--- src/rtl/ram_access_ctrl_pkg.sv ---
// ram_access_ctrl_pkg: shared types and defaults for the RAM access controller.
package ram_access_ctrl_pkg;
  localparam int AW_DEF = 5;
  localparam int DW_DEF = 32;
  localparam int MEM_WORDS = 1 << AW_DEF;
  typedef enum logic [1:0] {IDLE, FILL, RD_ISSUE, RD_DATA} state_t;
endpackage

--- src/rtl/ram_access_ctrl.sv ---
// ram_access_ctrl: valid/ready front end for a registered-read-address RAM with burst read and fill.
module ram_access_ctrl
  import ram_access_ctrl_pkg::*;
#(
  parameter int AW = AW_DEF,
  parameter int DW = DW_DEF
) (
  input  logic          clk,
  input  logic          rst,
  input  logic          req_valid,
  output logic          req_ready,
  input  logic          req_we,
  input  logic [AW-1:0] req_addr,
  input  logic [AW-1:0] req_len,
  input  logic [DW-1:0] req_wdata,
  output logic          rsp_valid,
  input  logic          rsp_ready,
  output logic [DW-1:0] rsp_data,
  output logic          rsp_last,
  output logic          busy,
  output logic          ram_we,
  output logic [AW-1:0] ram_w_addr,
  output logic [DW-1:0] ram_w_data,
  output logic [AW-1:0] ram_r_addr,
  input  logic [DW-1:0] ram_r_data
);
  state_t state;
  logic [AW-1:0] cur_addr, remain, cur_next;
  logic [DW-1:0] fill_data;
  logic acc, hs, rem_zero;
  always_comb begin
    acc = req_valid && req_ready;
    hs = rsp_valid && rsp_ready;
    rem_zero = remain == '0;
    cur_next = cur_addr + 1'b1;
    req_ready = state == IDLE;
    busy = state != IDLE;
    rsp_valid = state == RD_DATA;
    rsp_last = rsp_valid && rem_zero;
    rsp_data = ram_r_data;
    ram_we = (state == IDLE && req_valid && req_we) || state == FILL;
    ram_w_addr = state == FILL ? cur_addr : req_addr;
    ram_w_data = state == FILL ? fill_data : req_wdata;
    // presenting the next address on a handshake keeps reads at one beat per cycle
    ram_r_addr = state == IDLE ? req_addr : (hs && !rem_zero) ? cur_next : cur_addr;
  end
  always_ff @(posedge clk or posedge rst) begin
    if (rst) begin
      state <= IDLE;
      cur_addr <= '0;
      remain <= '0;
      fill_data <= '0;
    end else begin
      case (state)
        IDLE: if (acc) begin
          fill_data <= req_wdata;
          if (!req_we) begin
            state <= RD_ISSUE;
            cur_addr <= req_addr;
            remain <= req_len;
          end else if (req_len != '0) begin
            state <= FILL;
            cur_addr <= req_addr + 1'b1;
            remain <= req_len - 1'b1;
          end else begin
            cur_addr <= req_addr;
            remain <= req_len;
          end
        end
        FILL: begin
          state <= rem_zero ? IDLE : FILL;
          cur_addr <= cur_next;
          remain <= remain - 1'b1;
        end
        RD_ISSUE: state <= RD_DATA;
        RD_DATA: if (hs) begin
          if (rem_zero) state <= IDLE;
          else begin
            cur_addr <= cur_next;
            remain <= remain - 1'b1;
          end
        end
        default: state <= IDLE;
      endcase
    end
  end
endmodule

--- config.mk ---
export PLATFORM = sky130hd
export DESIGN_NAME = ram_access_ctrl
export DESIGN_NICKNAME = d
export VERILOG_FILES = /design/src/rtl/ram_access_ctrl_pkg.sv /design/src/rtl/ram_access_ctrl.sv
export SDC_FILE = /design/constraint.sdc
export NUM_CORES = 1
export LEC_CHECK = 0
export CELL_PAD_IN_SITES_DETAIL_PLACEMENT = 0
export CELL_PAD_IN_SITES_GLOBAL_PLACEMENT = 1
export CORE_MARGIN = 4
export CORE_UTILIZATION = 32
export DETAILED_ROUTE_END_ITERATION = 7
export PLACE_DENSITY = 0.95
export SKIP_CTS_REPAIR_TIMING = 1
export SLEW_MARGIN = 20
export SYNTH_ARGS = -nofsm -noshare
export SYNTH_HDL_FRONTEND = slang
export SYNTH_SLANG_ARGS = --single-unit
--- constraint.sdc ---
create_clock -name clk -period 6 [get_ports clk]
set_input_delay 1.8 -clock clk [delete_from_list [all_inputs] [get_ports clk]]
set_output_delay 1.8 -clock clk [all_outputs]
set_load 0.005 [all_outputs]
==> results of run 1 <==
through the flow:
| step | worst slack [ps] | util | power (W) |
|---|---|---|---|
| after floorplan | 1820 | - | 0.00125 |
| after global placement | 591 | 0.415 | 0.00179 |
| after detailed placement | 582 | 0.415 | 0.00182 |
| after CTS | 571 | 0.432 | 0.00215 |
| after global routing | 470 | 0.432 | 0.00228 |
| final | 571 | 0.432 | 0.00213 |
registers in the layout, summed over array words and instances, names as in the netlist:
| register | count |
|---|---|
| fill_data | 32 |
| cur_addr | 5 |
| remain | 5 |
| state | 2 |
kinds of logic after synthesis:
family	Yosys count	share of synthesized area
fa+ha+maj	4	0.0165
mux	71	0.263
compound gates	46	0.104
flops	44	0.364
xor+xnor	6	0.0174
simple gates	64	0.122
buf+inv	55	0.114
synth_stat cells, types with 3 or more instances:
cell type	n	share of area
ha_1	4	0.017
a21o_1	3	0.0074
nand2_1	17	0.021
clkbuf_1	5	0.0062
and2_1	4	0.0083
a211oi_1	5	0.012
o21ai_0	11	0.018
buf_2	8	0.013
inv_1	9	0.011
nor3_1	7	0.012
dfrtp_1	44	0.36
nor2_1	6	0.0074
nand3_1	10	0.017
a21oi_1	11	0.018
nand2b_1	3	0.0062
xnor2_1	5	0.014
mux2_2	69	0.26
buf_4	32	0.079
layer usage:
layer / part of all wire / vias to the layer above / GRT usage
li1: - / 1122 / -
met1: 0.41 / 1138 / 0.170
met2: 0.48 / 93 / 0.235
met3: 0.088 / 16 / 0.0465
met4: 0.019 / 0 / 0.0525
met5: 0 / - / 0
layout make-up:
cell class | instances | area [sq um] | share of cell area
Sequential cell | 44 | 1100 | 0.276
Multi-Input combinational cell | 191 | 1590 | 0.397
Tap cell | 129 | 161 | 0.0404
Inverter | 9 | 35.0 | 0.00877
Timing Repair Buffer | 96 | 953 | 0.239
Clock inverter | 3 | 90.1 | 0.0225
Clock buffer | 5 | 68.8 | 0.0172
report_power, final:
group / switching (W) / leakage (nW) / total, W / internal, W
Sequential: 0.000114 / 0.533 / 0.000556 / 0.000442
Clock: 0.000106 / 0.0784 / 0.000315 / 0.000208
Combinational: 0.000482 / 0.999 / 0.00126 / 0.000773
worst max-delay path by stage:
stage,start,end,slack [ps],cells past startpoint
after CTS,rsp_ready,ram_r_addr[0],570,6
after global placement,rsp_ready,ram_r_addr[0],590,6
after global routing,rsp_ready,ram_r_addr[0],470,6
after detailed placement,rsp_ready,ram_r_addr[0],580,6
after floorplan,req_valid,ram_we,1820,3
final,rsp_ready,ram_r_addr[0],570,6
==> out/results.md, run 1 <==
## Cells and area
• **synth-to-layout area growth** 31.9%
• **antenna fix cells** 0
• **most common library cell in the layout ignoring fill and taps** clkdlybuf4s50_1
• **post-route cell area** 0.00400 sq mm
• **fraction of final layout cells with drive strength greater than 1** 0.270
• **fillers** 874
• **net total in the final layout** 430
• **fin cells** 477
• **leading cell types in the layout, fill and taps excluded** clkdlybuf4s50_1, mux2_2, dfrtp_1, nand2_1

## Die
• **Boundary Pins** 158
• **die height** 105 microns
• **die area** 0.0111 sq mm
• **Core ar.** 0.00924 sq mm
• **Horiz. Die Dim** 105 microns
• **Initial Util** 0.328
• **number of standard-cell rows in the floorplan** 35

## STA
• **clock skew** 3.02 ps
• **maximum clock rate** 0.184 GHz
• **share of the cycle needed by the critical path after routing** 0.905
• **total count of max-transition violations in the final report** 0
• **worst slew slack as a fraction of its limit** 0.335
• **Final min period** 5430 ps
• **number of failing hold endpoints at the final stage** 0
• **number of endpoints failing setup at the final stage** 0
• **RSZ-0062 raised after global routing** false
• **smallest hold slack** 508 ps
• **setup TNS** 0 ps
• **pin slew with the least headroom to its limit** 998 ps

## Clocking
• **source-to-sink clock delay at the later pin of the worst-skew pair** 300 ps
• **TritonCTS Buffers** 5
• **Clock Sink Count** 44
• **deepest clock path buffer count** 2
• **count of H-tree levels built during CTS** 2
• **CTS root buffer** clkbuf_8
• **clock edge transition at the registers on the reported setup and hold paths** 90 ps
• **CTS tree** built

## Critical path
• **cells on worst reg2reg path** 3
• **setup slack of the most critical reg-to-reg path** 3910 ps
• **Critical R2R Capture** fill_data[5]
• **worst reg2reg startpoint** state[1]
• **slowest cell on the critical path** clkdlybuf4s50_1
• **cells traversed along the worst timing path** clkdlybuf4s50_1 -> and2_2 -> nand2_1 -> xor2_1 -> a21oi_1 -> clkdlybuf4s50_1
• **path type of the worst setup path** in2out
• **Buf/Inv on CP** 2
• **critical path arrival** 3630 ps
• **startpoint type of the worst setup path** primary input
• **largest stage delay on the critical path** 590 ps
• **top fanout value on the critical path** 7
• **capturing element type of the critical path** output pin
• **data required time at the worst endpoint** 4200 ps
• **critical path's most frequent cell** clkdlybuf4s50_1
• **CP top delay family** buffers and inverters

## GRT
• **GR Overflow Total** 0
• **initial antenna violation count** 0
• **pin count of the biggest net entering global routing** 45
• **total routing resource utilization after global routing** 0.141
• **vias in the first global route** 2469
• **first-pass GRT wire length** 12.7 mm

## Outcome
• **outcome** finished, final reports clean

## Synth
• **yosys warns** 0
• **mean instance size in the synthesized netlist** 10.4 sq um
• **count of state elements after synthesis** 44
• **dominant register cell in the synthesized netlist** dfrtp_1
• **number of standard cells after synthesis** 290
• **sequential element share of the synthesized area** 0.364
• **synthesized area** 0.00303 sq mm
• **FFs w/ async S/R, synth** 1.00
• **EDFF count, synth** 0
• **number of nets in the synthesized netlist** 373
• **distinct cell type count after synthesis** 47

## Place
• **estimated wirelength of the detail-placed design** 5.78 mm
• **final weighted congestion in routability-driven placement** 0.836
• **# port buffers** 93
• **total placed cells including tap cells** 469
• **placed cell area** 0.00383 sq mm

## Drt
• **routed vias/inst** 4.97
• **DRT iter0 DRCs** 129
• **detail-routed net length per standard cell** 16.3 microns
• **Post-Route WL** 7.78 mm
• **iteration count of the initial detailed-routing pass** 4
• **number of DRC violations after detailed routing** 0
• **DR vias** 2369
• **Antenna Nets Post-Route** 0

## Job
• **maximum capacitance violations** 0

## Power and ir drop
• **Cell Pwr Density** 532 mW/mm^2
• **Pleak** 1.61 nW
• **Peak VDD IR** 0.214 mV

## Min path
• **Hold Crit Depth** 1
• **startpoint of the tightest hold check path** fill_data[14]
• **Min-Delay Path Class** reg2reg
• **WHS Endpoint** fill_data[14]

Note: power is estimated with default switching activity, not from simulation.
==> inputs of run 2 (changes only) <==
Settings changed: ABC_CLOCK_PERIOD_IN_PS set to 4850, CORE_UTILIZATION 32 to 26, PLACE_DENSITY 0.95 to 0.86.
Clock period 6 ns to 4.85 ns, I/O delays scaled along.
==> out/results.md, run 2 (synthesized netlist as in run 1, its figures left out) <==
## Critical path
• **number of cells on the critical path** 6
• **slowest cell on the critical path** clkdlybuf4s50_1
• **cells on worst reg2reg path** 3
• **critical path's most frequent cell** clkdlybuf4s50_1
• **capturing element type of the critical path** output pin
• **data required time at the worst endpoint** 3390 ps
• **critical path arrival** 3260 ps
• **path type of the worst setup path** in2out
• **CP top delay family** buffers and inverters
• **Buf/Inv on CP** 2
• **setup slack of the most critical reg-to-reg path** 2530 ps
• **top fanout value on the critical path** 7
• **largest stage delay on the critical path** 600 ps
• **startpoint type of the worst setup path** primary input
• **cells traversed along the worst timing path** clkdlybuf4s50_1 -> and2_2 -> nand2_1 -> xor2_1 -> a21oi_1 -> clkdlybuf4s50_1

## Min path
• **Hold Crit Depth** 1
• **Min-Delay Path Class** reg2reg

## Place
• **# port buffers** 93
• **estimated wirelength of the detail-placed design** 6.12 mm
• **final weighted congestion in routability-driven placement** 0.858

## GRT
• **first-pass GRT wire length** 13.0 mm
• **pin count of the biggest net entering global routing** 45
• **initial antenna violation count** 0
• **met1 Track Usage GR** 0.147
• **GR Overflow Total** 0
• **global-route track usage on met2** 0.205
• **gr busiest metal** met2
• **total routing resource utilization after global routing** 0.121
• **met3 Resource Use GR** 0.0402
• **vias in the first global route** 2579

## Job
• **maximum capacitance violations** 0

## Cells and area
• **antenna fix cells** 0
• **biggest registers after layout** fill_data (32), cur_addr (5), remain (5)
• **synth-to-layout area growth** 33.1%
• **number of flip-flops in the largest register** 32
• **fraction of final layout cells with drive strength greater than 1** 0.272
• **net total in the final layout** 431
• **most common library cell in the layout ignoring fill and taps** clkdlybuf4s50_1
• **register containing the most flip-flops in the final layout** fill_data
• **leading cell types in the layout, fill and taps excluded** clkdlybuf4s50_1, mux2_2, dfrtp_1, nand2_1

## STA
• **worst slew slack as a fraction of its limit** 0.401
• **total count of max-transition violations in the final report** 0
• **pin slew with the least headroom to its limit** 898 ps
• **Final min period** 4720 ps
• **number of endpoints failing setup at the final stage** 0
• **RSZ-0062 raised after global routing** false
• **smallest hold slack** 503 ps
• **maximum clock rate** 0.212 GHz
• **share of the cycle needed by the critical path after routing** 0.972
• **number of failing hold endpoints at the final stage** 0
• **clock skew** 9.46 ps
• **setup TNS** 0 ps

## Clocking
• **count of H-tree levels built during CTS** 2
• **Clock Sink Count** 44
• **deepest clock path buffer count** 2
• **TritonCTS Buffers** 5
• **source-to-sink clock delay at the later pin of the worst-skew pair** 280 ps
• **CTS root buffer** clkbuf_16
• **CTS tree** built
• **clock edge transition at the registers on the reported setup and hold paths** 60 ps

## Die
• **Initial Util** 0.265
• **Core ar.** 0.0114 sq mm
• **die area** 0.0134 sq mm
• **number of standard-cell rows in the floorplan** 39
• **die height** 116 microns
• **Horiz. Die Dim** 116 microns
• **Boundary Pins** 158

## Drt
• **Antenna Nets Post-Route** 0
• **Post-Route WL** 8.17 mm
• **number of DRC violations after detailed routing** 0
• **DRT iter0 DRCs** 103
• **DR vias** 2405
• **detail-routed net length per standard cell** 16.6 microns
• **iteration count of the initial detailed-routing pass** 4
• **routed vias/inst** 4.89

## Power and ir drop
• **Peak VDD IR** 0.302 mV
• **Pleak** 1.62 nW
• **Cell Pwr Density** 655 mW/mm^2

## Outcome
• **outcome** finished, final reports clean

[run 2: path summary, 6_finish.rpt]
kind                          startpoint             to
max reg2reg                     state[0]   fill_data[6]
min in group asynchronous            rst  fill_data[26]
max                            rsp_ready  ram_r_addr[0]
min                        fill_data[14]  fill_data[14]
min reg2reg                fill_data[14]  fill_data[14]
max in group asynchronous            rst  fill_data[11]
[run 2: metrics by stage]
stage	utilization	cell area, sq um	total power [W]	cells	setup WS [ps]
final	0.353	4030	0.00264	492	134
after global routing	0.353	4030	0.00282	492	55.5
after CTS	0.353	4030	0.00268	492	137
after detailed placement	0.338	3860	0.00227	484	143
after global placement	0.338	3860	0.00223	484	151
after floorplan	-	3030	0.00155	290	1360
[run 2: report_power, final]
group / switching, W / internal [W]
Combinational: 0.000580 / 0.000957
Clock: 0.000145 / 0.000242
Sequential: 0.000169 / 0.000547
Total: 0.000893 / 0.00175
[run 2: routing by layer]
| metal | wire length (microns) | vias to the layer above |
|---|---|---|
| met5 | 0 | - |
| met4 | 121 | 0 |
| met3 | 728 | 18 |
| met2 | 3990 | 93 |
| met1 | 3340 | 1168 |
| li1 | - | 1126 |
[run 2: final cells by class]
| cell class | count | area (sq um) |
|---|---|---|
| clock inverters | 3 | 42.5 |
| inverters | 9 | 35.0 |
| flip-flops and latches | 44 | 1100 |
| multi-input cells | 191 | 1590 |
| clock buffers | 5 | 125 |
| fillers | 1190 | 7390 |
| well taps | 143 | 179 |
| repair buffers | 97 | 961 |
==> inputs of run 3 (changes only) <==
Settings changed: SLEW_MARGIN 20 to unset.
==> out/results.md, run 3 (synthesized netlist as in run 1, its figures left out) <==
## Clocking
• **clock edge transition at the registers on the reported setup and hold paths** 60 ps
• **TritonCTS Buffers** 5
• **deepest clock path buffer count** 2
• **count of H-tree levels built during CTS** 2
• **source-to-sink clock delay at the later pin of the worst-skew pair** 280 ps
• **CTS root buffer** clkbuf_16
• **Clock Sink Count** 44
• **CTS tree** built

## GRT
• **initial antenna violation count** 0
• **vias in the first global route** 2579
• **pin count of the biggest net entering global routing** 45
• **total routing resource utilization after global routing** 0.121
• **GR Overflow Total** 0
• **first-pass GRT wire length** 13.0 mm

## Critical path
• **critical path arrival** 3260 ps
• **setup slack of the most critical reg-to-reg path** 2530 ps
• **cells on worst reg2reg path** 3
• **worst reg2reg startpoint** state[0]
• **capturing element type of the critical path** output pin
• **Crit. Startpoint** rsp_ready
• **Critical R2R Capture** fill_data[6]
• **path type of the worst setup path** in2out
• **top fanout value on the critical path** 7
• **data required time at the worst endpoint** 3390 ps
• **startpoint type of the worst setup path** primary input

## Place
• **# port buffers** 93
• **worst-case setup slack after placement** 143 ps
• **estimated wirelength of the detail-placed design** 6.12 mm
• **final weighted congestion in routability-driven placement** 0.858

## Cells and area
• **leading cell types in the layout, fill and taps excluded** clkdlybuf4s50_1, mux2_2, dfrtp_1, nand2_1
• **synth-to-layout area growth** 33.0%
• **fillers** 1191
• **most common library cell in the layout ignoring fill and taps** clkdlybuf4s50_1
• **net total in the final layout** 431
• **biggest registers after layout** fill_data (32), cur_addr (5), remain (5)
• **register containing the most flip-flops in the final layout** fill_data
• **number of flip-flops in the largest register** 32
• **fraction of final layout cells with drive strength greater than 1** 0.272
• **antenna fix cells** 0

## Drt
• **DRT iter0 DRCs** 103
• **DR vias** 2404
• **detail-routed net length per standard cell** 16.6 microns
• **number of DRC violations after detailed routing** 0
• **Antenna Nets Post-Route** 0
• **routed vias/inst** 4.89
• **Post-Route WL** 8.17 mm
• **iteration count of the initial detailed-routing pass** 4

## STA
• **number of failing hold endpoints at the final stage** 0
• **pin slew with the least headroom to its limit** 964 ps
• **total count of max-transition violations in the final report** 0
• **Final min period** 4720 ps
• **maximum clock rate** 0.212 GHz
• **RSZ-0062 raised after global routing** false
• **worst-case setup margin in the final layout** 134 ps
• **worst slew slack as a fraction of its limit** 0.357
• **share of the cycle needed by the critical path after routing** 0.972
• **clock skew** 9.47 ps
• **setup TNS** 0 ps
• **number of endpoints failing setup at the final stage** 0

## Min path
• **startpoint of the tightest hold check path** fill_data[14]
• **Min-Delay Path Class** reg2reg
• **Hold Crit Depth** 1
• **WHS Endpoint** fill_data[14]

## Die
• **Boundary Pins** 158
• **Horiz. Die Dim** 116 microns
• **number of standard-cell rows in the floorplan** 39
• **Initial Util** 0.265
• **Core ar.** 0.0114 sq mm
• **die height** 116 microns
• **die area** 0.0134 sq mm

## Power and ir drop
• **Peak VDD IR** 0.302 mV
• **Cell Pwr Density** 655 mW/mm^2
• **Pleak** 1.62 nW

## Outcome
• **outcome** finished, final reports clean

## Job
• **maximum capacitance violations** 0

## run 3: layout make-up
type	instances	area (sq um)	share of cell area
Inverter	9	33.8	0.00839
Sequential cell	44	1100	0.273
Tap cell	143	179	0.0444
Multi-Input combinational cell	191	1590	0.394
Timing Repair Buffer	97	961	0.239
Clock inverter	3	42.5	0.0106
Clock buffer	5	125	0.0311
## run 3: metrics by stage
step / cells / power, W / instance area, sq um / utilization / hold WS (ps)
finish: 492 / 0.00264 / 4030 / 0.353 / 503
global placement: 484 / 0.00223 / 3860 / 0.338 / 485
global route: 492 / 0.00282 / 4030 / 0.353 / 524
detailed placement: 484 / 0.00227 / 3860 / 0.338 / 492
CTS: 492 / 0.00268 / 4030 / 0.353 / 511
floorplan: 290 / 0.00155 / 3030 / - / 475
## run 3: power by group
group	leakage, nW	switching [W]	internal [W]	total, W
registers	0.533	0.000169	0.000547	0.000716
clock network	0.0798	0.000145	0.000242	0.000387
logic	1.00	0.000580	0.000957	0.00154
## run 3: worst max path at each step
stage                               end  slack, ps  cells past startpoint
final                     ram_r_addr[0]        130                      6
after global routing      ram_r_addr[0]         60                      6
after CTS                 ram_r_addr[0]        140                      6
after detailed placement  ram_r_addr[0]        140                      6
after global placement    ram_r_addr[0]        150                      6
after floorplan                  ram_we       1360                      3
## run 3: critical path, stage by stage
cell	delay, ps
clkdlybuf4s50_1	600
and2_2	200
nand2_1	100
xor2_1	160
a21oi_1	210
clkdlybuf4s50_1	540
## run 3: routing by layer
| layer | global-route usage | vias up | share of wire |
|---|---|---|---|
| met4 | 0.0348 | 0 | 0.015 |
| li1 | - | 1125 | - |
| met1 | 0.147 | 1168 | 0.41 |
| met2 | 0.205 | 93 | 0.49 |
| met5 | 0 | - | 0 |
| met3 | 0.0402 | 18 | 0.089 |
